### config.mk
export PLATFORM = sky130hd
export DESIGN_NAME = uart_word_tx
export DESIGN_NICKNAME = d
export VERILOG_FILES = /design/src/rtl/uart_pkg.sv /design/src/rtl/uart_tx_serializer.sv /design/src/rtl/uart_word_tx.sv
export SDC_FILE = /design/constraint.sdc
export NUM_CORES = 1
export LEC_CHECK = 0
export BUFFER_PORTS_ARGS = -buffer_cell sky130_fd_sc_hd__clkbuf_2
export CAP_MARGIN = 10
export CORE_UTILIZATION = 45
export DETAILED_ROUTE_END_ITERATION = 6
export GPL_TIMING_DRIVEN = 0
export HOLD_SLACK_MARGIN = 0.15
export PLACE_DENSITY = 0.71
export SKIP_LAST_GASP = 1
export SYNTH_ARGS = -nofsm -noshare
export SYNTH_HDL_FRONTEND = slang
export SYNTH_HIERARCHICAL = 1
export SYNTH_SLANG_ARGS = --single-unit
### constraint.sdc
create_clock -name clk_i -period 8.2 [get_ports clk_i]
set_input_delay 0.82 -clock clk_i [delete_from_list [all_inputs] [get_ports clk_i]]
set_output_delay 0.82 -clock clk_i [all_outputs]
set_load 0.01 [all_outputs]
### src/rtl/uart_pkg.sv
// UART shared definitions: FSM states, framing constants, bit timing.
// Used by both the transmit and receive sides.
package uart_pkg;

   localparam int UART_DATA_BITS = 8;
   localparam int OVERSAMPLE     = 8;
   localparam int CNT_W          = 19;

   typedef enum logic [1:0] {
      IDLE,
      START,
      DATA,
      STOP
   } state_t;

   typedef enum logic {
      BYTE_HI,
      BYTE_LO
   } byte_sel_t;

   // A prescale of zero runs at the fastest legal rate.
   function automatic logic [CNT_W-1:0] bit_cycles(
      input logic [15:0] p
   );
      logic [CNT_W-1:0] eff;
      eff = (p == 16'd0) ? CNT_W'(1) : CNT_W'(p);
      return eff * CNT_W'(OVERSAMPLE);
   endfunction

endpackage

### src/rtl/uart_tx_serializer.sv
// 8N1 byte framer: start bit, eight data bits LSB first, stop bit.
// A byte offered during the last stop-bit cycle follows with no gap.
module uart_tx_serializer
   import uart_pkg::*;
(
   input  logic        clk_i,
   input  logic        reset_i,
   input  logic [15:0] prescale_i,
   input  logic [7:0]  data_i,
   input  logic        valid_i,
   output logic        ready_o,
   output logic        tx_serial_o,
   output logic        busy_o
);

   state_t                    state_q, state_d;
   logic [CNT_W-1:0]          cnt_q, cnt_d;
   logic [CNT_W-1:0]          plen_q, plen_d;
   logic [2:0]                idx_q, idx_d;
   logic [UART_DATA_BITS-1:0] sh_q, sh_d;
   logic                      line_q, line_d;
   logic                      done;
   logic                      accept;

   assign done    = (cnt_q == plen_q - CNT_W'(1));
   assign ready_o = (state_q == IDLE) |
                    ((state_q == STOP) & done);
   assign accept  = valid_i & ready_o;
   assign busy_o  = (state_q != IDLE);
   assign tx_serial_o = line_q;

   always_ff @(posedge clk_i) begin
      if (reset_i) begin
         state_q <= IDLE;
         cnt_q   <= '0;
         plen_q  <= CNT_W'(OVERSAMPLE);
         idx_q   <= '0;
         sh_q    <= '0;
         line_q  <= 1'b1;
      end else begin
         state_q <= state_d;
         cnt_q   <= cnt_d;
         plen_q  <= plen_d;
         idx_q   <= idx_d;
         sh_q    <= sh_d;
         line_q  <= line_d;
      end
   end

   always_comb begin
      state_d = state_q;
      cnt_d   = cnt_q + CNT_W'(1);
      plen_d  = plen_q;
      idx_d   = idx_q;
      sh_d    = sh_q;
      line_d  = line_q;
      unique case (state_q)
         IDLE: begin
            cnt_d  = '0;
            line_d = 1'b1;
         end
         START: begin
            if (done) begin
               state_d = DATA;
               cnt_d   = '0;
               idx_d   = '0;
               line_d  = sh_q[0];
            end
         end
         DATA: begin
            if (done) begin
               cnt_d = '0;
               if (idx_q == 3'(UART_DATA_BITS - 1)) begin
                  state_d = STOP;
                  line_d  = 1'b1;
               end else begin
                  idx_d  = idx_q + 3'd1;
                  sh_d   = sh_q >> 1;
                  line_d = sh_q[1];
               end
            end
         end
         STOP: begin
            if (done) begin
               state_d = IDLE;
               cnt_d   = '0;
               line_d  = 1'b1;
            end
         end
         default: begin
            state_d = IDLE;
            cnt_d   = '0;
            line_d  = 1'b1;
         end
      endcase
      // Accept overrides: start bit goes out on the next cycle.
      if (accept) begin
         state_d = START;
         cnt_d   = '0;
         idx_d   = '0;
         sh_d    = data_i;
         plen_d  = bit_cycles(prescale_i);
         line_d  = 1'b0;
      end
   end

endmodule

### src/rtl/uart_word_tx.sv
// Word transmitter: splits a DATA_W-bit word into a high byte
// (zero-extended) and a low byte, sent back to back over one UART.
module uart_word_tx
   import uart_pkg::*;
#(
   parameter int DATA_W = 10
) (
   input  logic              clk_i,
   input  logic              reset_i,
   input  logic [15:0]       prescale_i,
   input  logic [DATA_W-1:0] data_i,
   input  logic              valid_i,
   output logic              ready_o,
   output logic              tx_serial_o,
   output logic              busy_o
);

   byte_sel_t   sel_q;
   logic [7:0]  lo_q;
   logic [15:0] pre_q;
   logic [15:0] word_ext;
   logic        lo_pend;
   logic        take;
   logic        ser_ready;
   logic        ser_valid;
   logic        ser_busy;
   logic [7:0]  ser_byte;
   logic [15:0] ser_pre;

   assign word_ext  = 16'(data_i);
   assign lo_pend   = (sel_q == BYTE_LO);
   assign ready_o   = ~ser_busy;
   assign busy_o    = ser_busy;
   assign take      = valid_i & ready_o;

   // High byte comes straight from the input so the start bit
   // leaves one cycle after acceptance.
   assign ser_valid = lo_pend | take;
   assign ser_byte  = lo_pend ? lo_q : word_ext[15:8];
   assign ser_pre   = lo_pend ? pre_q : prescale_i;

   always_ff @(posedge clk_i) begin
      if (reset_i) begin
         sel_q <= BYTE_HI;
         lo_q  <= '0;
         pre_q <= '0;
      end else if (take) begin
         sel_q <= BYTE_LO;
         lo_q  <= word_ext[7:0];
         pre_q <= prescale_i;
      end else if (lo_pend & ser_ready) begin
         sel_q <= BYTE_HI;
      end
   end

   uart_tx_serializer u_ser (
      .clk_i       (clk_i),
      .reset_i     (reset_i),
      .prescale_i  (ser_pre),
      .data_i      (ser_byte),
      .valid_i     (ser_valid),
      .ready_o     (ser_ready),
      .tx_serial_o (tx_serial_o),
      .busy_o      (ser_busy)
   );

endmodule

Yosys cells after proc, flatten, opt, wreduce, memory -nomap -nowiden
Index checks and enable logic that the tools add are counted.

Add/subtract/negate cells: 3. Equal/unequal tests: 15. Mux-type cells: 27. Bitwise logic cells: 7. Reduce and logical (&&, ||, !) cells: 16.

Operators by type and width (count): $mux 8 (5); $pmux 19 s2 (1); $mux 16 (2); $add 19x1->19 const B (1); $eq 19x19->1 (1); $mux 19 (1); $sub 19x1->19 const B (1); $logic_not 16->1 (1); $ne 3x1->1 const B (4); $ne 2x1->1 const B (5); $reduce_and 5->1 (2); $reduce_bool 2->1 (5); $mux 3 (3); $mux 1 (8); $mux 2 (4); $pmux 2 s3 (1); $pmux 3 s2 (1); $reduce_and 3->1 (2); $and 1x1->1 (4); $eq 2x2->1 const B (2); $pmux 1 s4 (1); $reduce_and 4->1 (1); $reduce_bool 4->1 (1); $add 3x1->3 const B (1); other kinds (9) (10).

Register bits after elaboration: 74. Input port bits: 29. Word-level logic and storage cells: 78.

Longest topological paths before layout
Gate-level depths: netlist (run 1).

Word-level depth: 7. Gate-level depth with buffers: 13. Mapped depth without buffers: 12.

Cells and area by module
Netlist (run 1), hierarchy kept.

By module, submodules not included: uart_tx_serializer (instances 1, cells each 344, area an instance 3015.4 sq um); uart_word_tx (instances 1, cells each 140, area an instance 1491.4 sq um).

Worst setup path after synthesis (run 1)
OpenSTA, ideal clock, no wires.

Path type: reg2reg. Start: reg u_ser.plen_q[3]. End: reg u_ser.plen_q[3]. Arrival time: 2.939 ns. Data required time: 8.071 ns. Path slack: 5.132 ns. Stages on the path, launching flop included: 14. Path buffers: 3. Clock period less this slack: 3.068 ns. Path through: dfxtp_1 inv_1 ha_1 clkbuf_1 or4b_1 nor3_1 o21ai_0 a2111oi_2 o2111ai_4 o2bb2a_4 buf_6 buf_6 nor3_1 a21oi_1.

Cells in the longest elaborated chain, start to end: 5.

RTL lines: start: declaration (line uart_tx_serializer.sv:18) `logic [CNT_W-1:0] plen_q, plen_d;`; start signal: assignment (line uart_tx_serializer.sv:36) `plen_q <= CNT_W'(OVERSAMPLE);`; start signal: assignment (line uart_tx_serializer.sv:43) `plen_q <= plen_d;`; $sub 19x1->19 (line uart_tx_serializer.sv:25) `assign done = (cnt_q == plen_q - CNT_W'(1));`; $eq 19x19->1 (line uart_tx_serializer.sv:25); $and 1x1->1 (line uart_tx_serializer.sv:27) `((state_q == STOP) & done);`; $or 1x1->1 (line uart_tx_serializer.sv:26) `assign ready_o = (state_q == IDLE) |`; $and 1x1->1 (line uart_tx_serializer.sv:28) `assign accept = valid_i & ready_o;`.

No other way between the ends. A chain may end at the register's enable or synchronous reset.

Final worst setup path (run 1)
Start: reg u_ser.plen_q[3]. End: reg u_ser.cnt_q[13].

Cells in the longest elaborated chain, start to end: 6. Elaborated cells on any way between the ends: 8. Classes of those cells: 1 x add/sub; 1 x eq/ne; 2 x mux; 3 x bitwise; 1 x reduce/logical.

RTL lines: $sub 19x1->19 * (line uart_tx_serializer.sv:25); $eq 19x19->1 * (line uart_tx_serializer.sv:25); $and 1x1->1 (line uart_tx_serializer.sv:27); $or 1x1->1 (line uart_tx_serializer.sv:26); $and 1x1->1 (line uart_tx_serializer.sv:28); $reduce_or 2->1 (no line); end signal: assignment (line uart_tx_serializer.sv:42) `cnt_q <= cnt_d;`; end: declaration (line uart_tx_serializer.sv:17) `logic [CNT_W-1:0] cnt_q, cnt_d;`.

Mark *: on every way between the ends. The rest lies on a longest branch, timed or not.

==> summary.txt, run 1 <==
Power and ir drop
  • Part of the power in combinational logic: 48.5%
  • Psw: 603 µW
  • Switch share: 41.4%
  • Reg power frac: 33.5%
  • Worst vdd ir: 0.000135 V
  • Int Power: 853 µW
  • Lkg Pwr: 0.00184 µW
  • Power per cell area: 291 nW/µm²
  • Clock power frac: 18.0%

Clock tree
  • Num CTS Buffers: 9
  • Clk buf depth: 2
  • Reg clk slew, reported paths: 80 ps
  • Clock Tree Root: clkbuf_8
  • CTS tree: built
  • Post-CTS Setup Repair Bufs: 0
  • CTS hold repair buffers: 0
  • Clk sink count: 74
  • H-tree Lvls: 3
  • Worst-Skew Late Latency: 360 ps
  • CTS resizes: 0

Worst setup path
  • Worst path cell trace: inv_1 -> ha_1 -> clkbuf_1 -> or4b_1 -> nor3_1 -> o21ai_0 -> a2111oi_2 -> o2111ai_4 -> nor2b_1 -> or3_1 -> buf_2 -> buf_4 -> nor2_1
  • Critical Path Max Stage Delay: 540 ps
  • Setup crit start kind: register
  • CP max-delay cell: or4b_1
  • Crit-path max FO: 10
  • Critical path capture point type: register
  • CP Class: register to register
  • CP arrival: 3850 ps
  • CP Data Required Time: 8450 ps

Timing
  • Max frequency: 278 MHz
  • Final WS setup: 4600 ps
  • Final period util: 43.9%
  • Final hold vios: 0
  • Max-slew violation count: 0
  • Final Skew: 5.18 ps
  • Slew @ Worst Pin: 929 ps
  • Setup violations, final: 0
  • RSZ-0062 raised after global routing: no
  • Rel. slew slack: 37.5%
  • Fin Setup TNS: 0 ps
  • Fin crit period: 3600 ps

Detailed routing
  • Post-DR wirelength/cell: 15.6 µm
  • Drt first pass iters: 5
  • Final WL: 10400 µm
  • First-iteration detailed-routing DRC count: 176
  • Via count: 3671
  • Vias per cell: 5.54
  • Detail Route Antenna Nets: 0
  • # DRC: 0

Yosys
  • Mapped Area: 4510 µm²
  • Syn_area_per_cell: 9.31 µm²
  • Ys async rst share: 0%
  • Synthesized Nets: 523
  • Synth Flop Type: dfxtp_1
  • Synth warn: 6
  • Seq/Total Area, Yosys: 32.9%
  • Count of different cell masters after synthesis: 68
  • Synth Register Bits: 74
  • Post-synth EDFFs: 0
  • Synthesized instance count: 484

GRT
  • Grt ovf: 0
  • Aggregate global-route resource usage: 21.7%
  • Vias in the first global route: 3624
  • Initial antenna violation count: 0
  • Largest net degree at the start of global routing: 15
  • First-pass GRT wire length: 17500 µm

Final layout
  • Seq. cell area: 1480 µm²
  • Area delta synth->final: 11.0%
  • Commonest non-fill, non-tap cell in the layout: dfxtp_1
  • Multi-input logic area: 2790 µm²
  • N_diodes: 0
  • Final net count: 564
  • Final Util: 51.4%
  • Highest-count cells in the layout ignoring fill and taps: dfxtp_1, nor2_1, clkbuf_2
  • Share of cells above drive strength 1: 21.5%
  • Filler cells: 952

Floorplan
  • I/O pins: 32
  • Die height: 102 µm
  • Num rows: 36
  • Die ar.: 10400 µm²
  • Die Wd: 102 µm
  • Core area: 9730 µm²
  • Starting Density: 46.3%

Place
  • Placed wire-length estimate: 7940 µm
  • Place WS: 4610 ps
  • Gpl congestion: 0.882
  • IO buf count: 30

Min path
  • Worst Hold Class: register to register

Run
  • Max Cap Viol: 0

Run status
  • Status: finished, final reports clean
## flip-flops by register name, indices dropped and copies added (netlist names), 2 cells and up
name           cells
u_ser/sh_q         8
pre_q             16
u_ser/idx_q        3
u_ser/cnt_q       19
u_ser/plen_q      16
u_ser/state_q      2
lo_q               8
## critical path: cells and delay by family, from the launching register on
kind / cells / cell delay (ps)
flops: 1 / 350
buf+inv: 4 / 810
compound gates: 3 / 930
simple gates: 5 / 1250
fa+ha+maj: 1 / 140
## synth_stat cells (11+ instances only)
cell type	n	area (µm²)
nor2_1	40	150
o21ai_2	21	184
nand2b_1	29	181
xnor2_1	18	158
a22o_1	13	114
nand4bb_1	24	270
clkbuf_1	14	52.6
nand3_1	14	70.1
dfxtp_1	74	1480
mux2_2	18	203
nand2_1	22	82.6
xor2_1	20	175
inv_1	11	41.3
nor3_1	14	70.1
## stage by stage
stage	std cells	cell area, µm²	hold slack (ps)	total power, µW
5_1_grt	663	5000	491	1550
3_5_place_dp	647	4820	450	1200
2_1_floorplan	484	4510	426	1040
4_1_cts	663	5000	467	1460
6_report	663	5000	470	1460
3_3_place_gp	647	4820	439	1170
## layer usage
layer | wire length, µm | part of all wire [%] | global-route usage [%]
met2 | 4940 | 48 | 36.6
met4 | 204 | 2.0 | 9.34
met5 | 0 | 0 | 0
met3 | 280 | 2.7 | 4.17
met1 | 4930 | 48 | 27.0
## path summary, 6_finish.rpt
check / startpoint / cells after the start / slack, ps / to
worst max-delay path: u_ser/plen_q[3]$_SDFFE_PP1N_ / 13 / 4600 / u_ser/cnt_q[13]$_SDFF_PP0_
worst min-delay path: u_ser/sh_q[6]$_SDFFE_PP0P_ / 1 / 470 / u_ser/sh_q[5]$_SDFFE_PP0P_
worst max register to register: u_ser/plen_q[3]$_SDFFE_PP1N_ / 13 / 4600 / u_ser/cnt_q[13]$_SDFF_PP0_
worst min register to register: u_ser/sh_q[6]$_SDFFE_PP0P_ / 1 / 470 / u_ser/sh_q[5]$_SDFFE_PP0P_
## power groups by stage
stage | Clock (µW) | Sequential (µW) | Combinational, µW
4_1_cts | 270 | 487 | 704
3_3_place_gp | 0 | 492 | 682
2_1_floorplan | 0 | 480 | 557
6_report | 263 | 488 | 706
5_1_grt | 286 | 499 | 767
3_5_place_dp | 0 | 496 | 700
## area by class of cell
class                      instances  share of cell area [%]
clock inverter                     6                    1.00
buffer                            31                    3.83
inverter                          11                   0.826
timing repair buffer              30                    3.00
clock buffer                      10                    2.55
sequential                        74                    29.6
tap                              133                    3.33
multi-input combinational        368                    55.8
## cell families (layout without fill, tap and decap cells)
group                      count (synthesis)  count (layout)  synth area share [%]
xor gates and xnor gates                  38              38                  7.38
buffers and inverters                     42              88                  5.16
adders and majority gates                 10              10                  2.78
muxes                                     28              28                  6.72
DFF                                       74              74                  32.9
AOI/OAI and AO/OA                         98              98                  18.5
and+or+nand+nor                          194             194                  26.6
No activity file was read; power rests on OpenSTA's default activity.
==> inputs of run 2 (changes only) <==
PLACE_DENSITY = 0.74   (was 0.71)
clock period = 2.9 ns   (was 8.2 ns; I/O delays follow)
==> summary.txt, run 2 (synthesis results as in run 1) <==
Floorplan
  • Num rows: 36 (unchanged)
  • I/O pins: 32 (unchanged)
  • Core area: 9730 µm² (unchanged)
  • Die ar.: 10400 µm² (unchanged)
  • Starting Density: 46.3% (unchanged)
  • Die height: 102 µm (unchanged)
  • Die Wd: 102 µm (unchanged)

Power and ir drop
  • Int Power: 2970 µW (+250%)
  • Power per cell area: 869 nW/µm² (+200%)
  • Psw: 1870 µW (+210%)
  • Switch share: 38.7% (-2.7 points)
  • Reg power frac: 28.9% (-4.6 points)
  • Part of the power in combinational logic: 51.8% (+3.3 points)
  • Clock power frac: 19.3% (+1.3 points)
  • Worst vdd ir: 0.000540 V (+300%)
  • Lkg Pwr: 0.00212 µW (+15%)

Run
  • Max Cap Viol: 0 (unchanged)

Place
  • IO buf count: 30 (unchanged)
  • Placed wire-length estimate: 7710 µm (-2.9%)
  • Place WS: -526 ps (-5130 ps)
  • Gpl congestion: 0.868 (-1.5%)

Worst setup path
  • CP Data Required Time: 3150 ps (-5300 ps)
  • Worst path cell trace: inv_4 -> ha_4 -> buf_8 -> or4b_4 -> nor3_4 -> o21ai_2 -> a2111oi_4 -> o2111ai_4 -> buf_4 -> buf_6 -> o21a_4 -> clkbuf_8 -> a22o_1
  • CP max-delay cell: or4b_4
  • Critical Path Max Stage Delay: 500 ps (-40 ps)
  • Setup crit start kind: register
  • Crit-path max FO: 6 (-4)
  • CP Class: register to register
  • CP arrival: 3400 ps (-450 ps)
  • Critical path capture point type: register

GRT
  • Initial antenna violation count: 0 (unchanged)
  • Largest net degree at the start of global routing: 15 (unchanged)
  • Grt ovf: 0 (unchanged)
  • Aggregate global-route resource usage: 22.3% (+0.60 points)
  • First-pass GRT wire length: 18300 µm (+4.9%)
  • Vias in the first global route: 3766 (+3.9%)

Detailed routing
  • Via count: 3863 (+5.2%)
  • First-iteration detailed-routing DRC count: 168 (-4.5%)
  • Vias per cell: 5.58 (+0.82%)
  • Final WL: 11000 µm (+6.2%)
  • Detail Route Antenna Nets: 0 (unchanged)
  • Post-DR wirelength/cell: 15.9 µm (+1.7%)
  • # DRC: 0 (unchanged)
  • Drt first pass iters: 4 (-1)

Clock tree
  • CTS hold repair buffers: 0 (unchanged)
  • Clk buf depth: 2 (unchanged)
  • Worst-Skew Late Latency: 360 ps (about the same)
  • Reg clk slew, reported paths: 90 ps (about the same)
  • CTS tree: built
  • H-tree Lvls: 3 (unchanged)
  • Clk sink count: 74 (unchanged)
  • Num CTS Buffers: 9 (unchanged)
  • Clock Tree Root: clkbuf_8

Timing
  • Max frequency: 317 MHz (+14%)
  • Max-slew violation count: 0 (unchanged)
  • Final hold vios: 0 (unchanged)
  • Rel. slew slack: 61.1% (+24 points)
  • Fin Setup TNS: -7760 ps (-7760 ps)
  • Fin crit period: 3150 ps (-445 ps)
  • Final period util: 109% (+65 points)
  • Final Skew: 13.0 ps (+7.78 ps)
  • Slew @ Worst Pin: 583 ps (-345 ps)
  • RSZ-0062 raised after global routing: yes
  • Setup violations, final: 47 (+47)
  • Final WS setup: -254 ps (-4850 ps)

Final layout
  • Final net count: 593 (+5.1%)
  • Largest regs: u_ser/cnt_q x19, pre_q x16, u_ser/plen_q x16
  • Commonest non-fill, non-tap cell in the layout: dfxtp_1
  • N_diodes: 0 (unchanged)
  • Largest register FFs: 19 (unchanged)
  • Share of cells above drive strength 1: 31.3% (+9.8 points)
  • Biggest register: u_ser/cnt_q
  • Highest-count cells in the layout ignoring fill and taps: dfxtp_1, nor2_1, clkbuf_2
  • Area delta synth->final: 23.7%

Min path
  • Worst Hold Class: input port to register

Run status
  • Status: finished, violations left
  • Failing checks: setup timing
run 2: cell types whose count changed in the layout (fill, tap and decap cells not counted), sizes merged:
cell	change
clkbuf	+1
clkinvlp	-1
buf	+28
bufinv	+2
clkinv	-1
run 2: final timing paths:
check	start	end	slack (ps)	depth (start not counted)
min	data_i[5]	lo_q[5]$_SDFFE_PP0P_	200	3
max	u_ser/plen_q[3]$_SDFFE_PP1N_	u_ser/plen_q[8]$_SDFFE_PP0N_	-250	13
max reg2reg	u_ser/plen_q[3]$_SDFFE_PP1N_	u_ser/plen_q[8]$_SDFFE_PP0N_	-250	13
min reg2reg	u_ser/sh_q[5]$_SDFFE_PP0P_	u_ser/sh_q[4]$_SDFFE_PP0P_	460	1
run 2: critical path: cells and delay by family, from the launching register on:
family,cells,cell delay [ps]
compound gates,5,1250
flops,1,360
buf+inv,5,620
simple gates,2,690
fa+ha+maj,1,130
run 2: routing by layer:
layer	up-vias	global-route usage (%)	wire (µm)
li1	1909	-	-
met1	1851	27.9	5000
met2	82	38.4	5440
met3	21	4.17	361
met4	0	7.58	195
met5	-	0	0
run 2: final cells by class:
type                    count  area (µm²)
inverters                  11        43.8
plain buffers              30         218
clock buffers              10         138
fillers                   832        4150
well taps                 133         166
clock inverters             6        96.3
flip-flops and latches     74        1490
multi-input cells         368        2940
repair buffers             60         477
run 2: what timing repair did:
| action | 4_1_cts | 5_1_grt |
|---|---|---|
| pin swaps | 28 | 13 |
| setup endpoints to repair | 50 | 50 |
| gates resized for setup | 42 | 18 |
| gates cloned | 4 | 0 |
| setup buffers | 16 | 11 |
run 2: metrics by stage:
step	power, µW	hold WS [ps]	instances	util (%)	area, µm²
finish	4840	200	692	57.3	5580
global route	5110	193	692	57.3	5580
CTS	4680	190	682	55.6	5410
detailed placement	3390	447	647	49.9	4860
global placement	3340	437	647	49.9	4860
floorplan	2970	426	484	-	4540
run 2: power groups by stage:
stage                     clock, µW  combinational, µW  sequential [µW]
after floorplan                   0               1610             1360
after global placement            0               1940             1400
after detailed placement          0               1990             1410
after CTS                       951               2350             1390
after global routing            997               2690             1430
final                           936               2510             1400
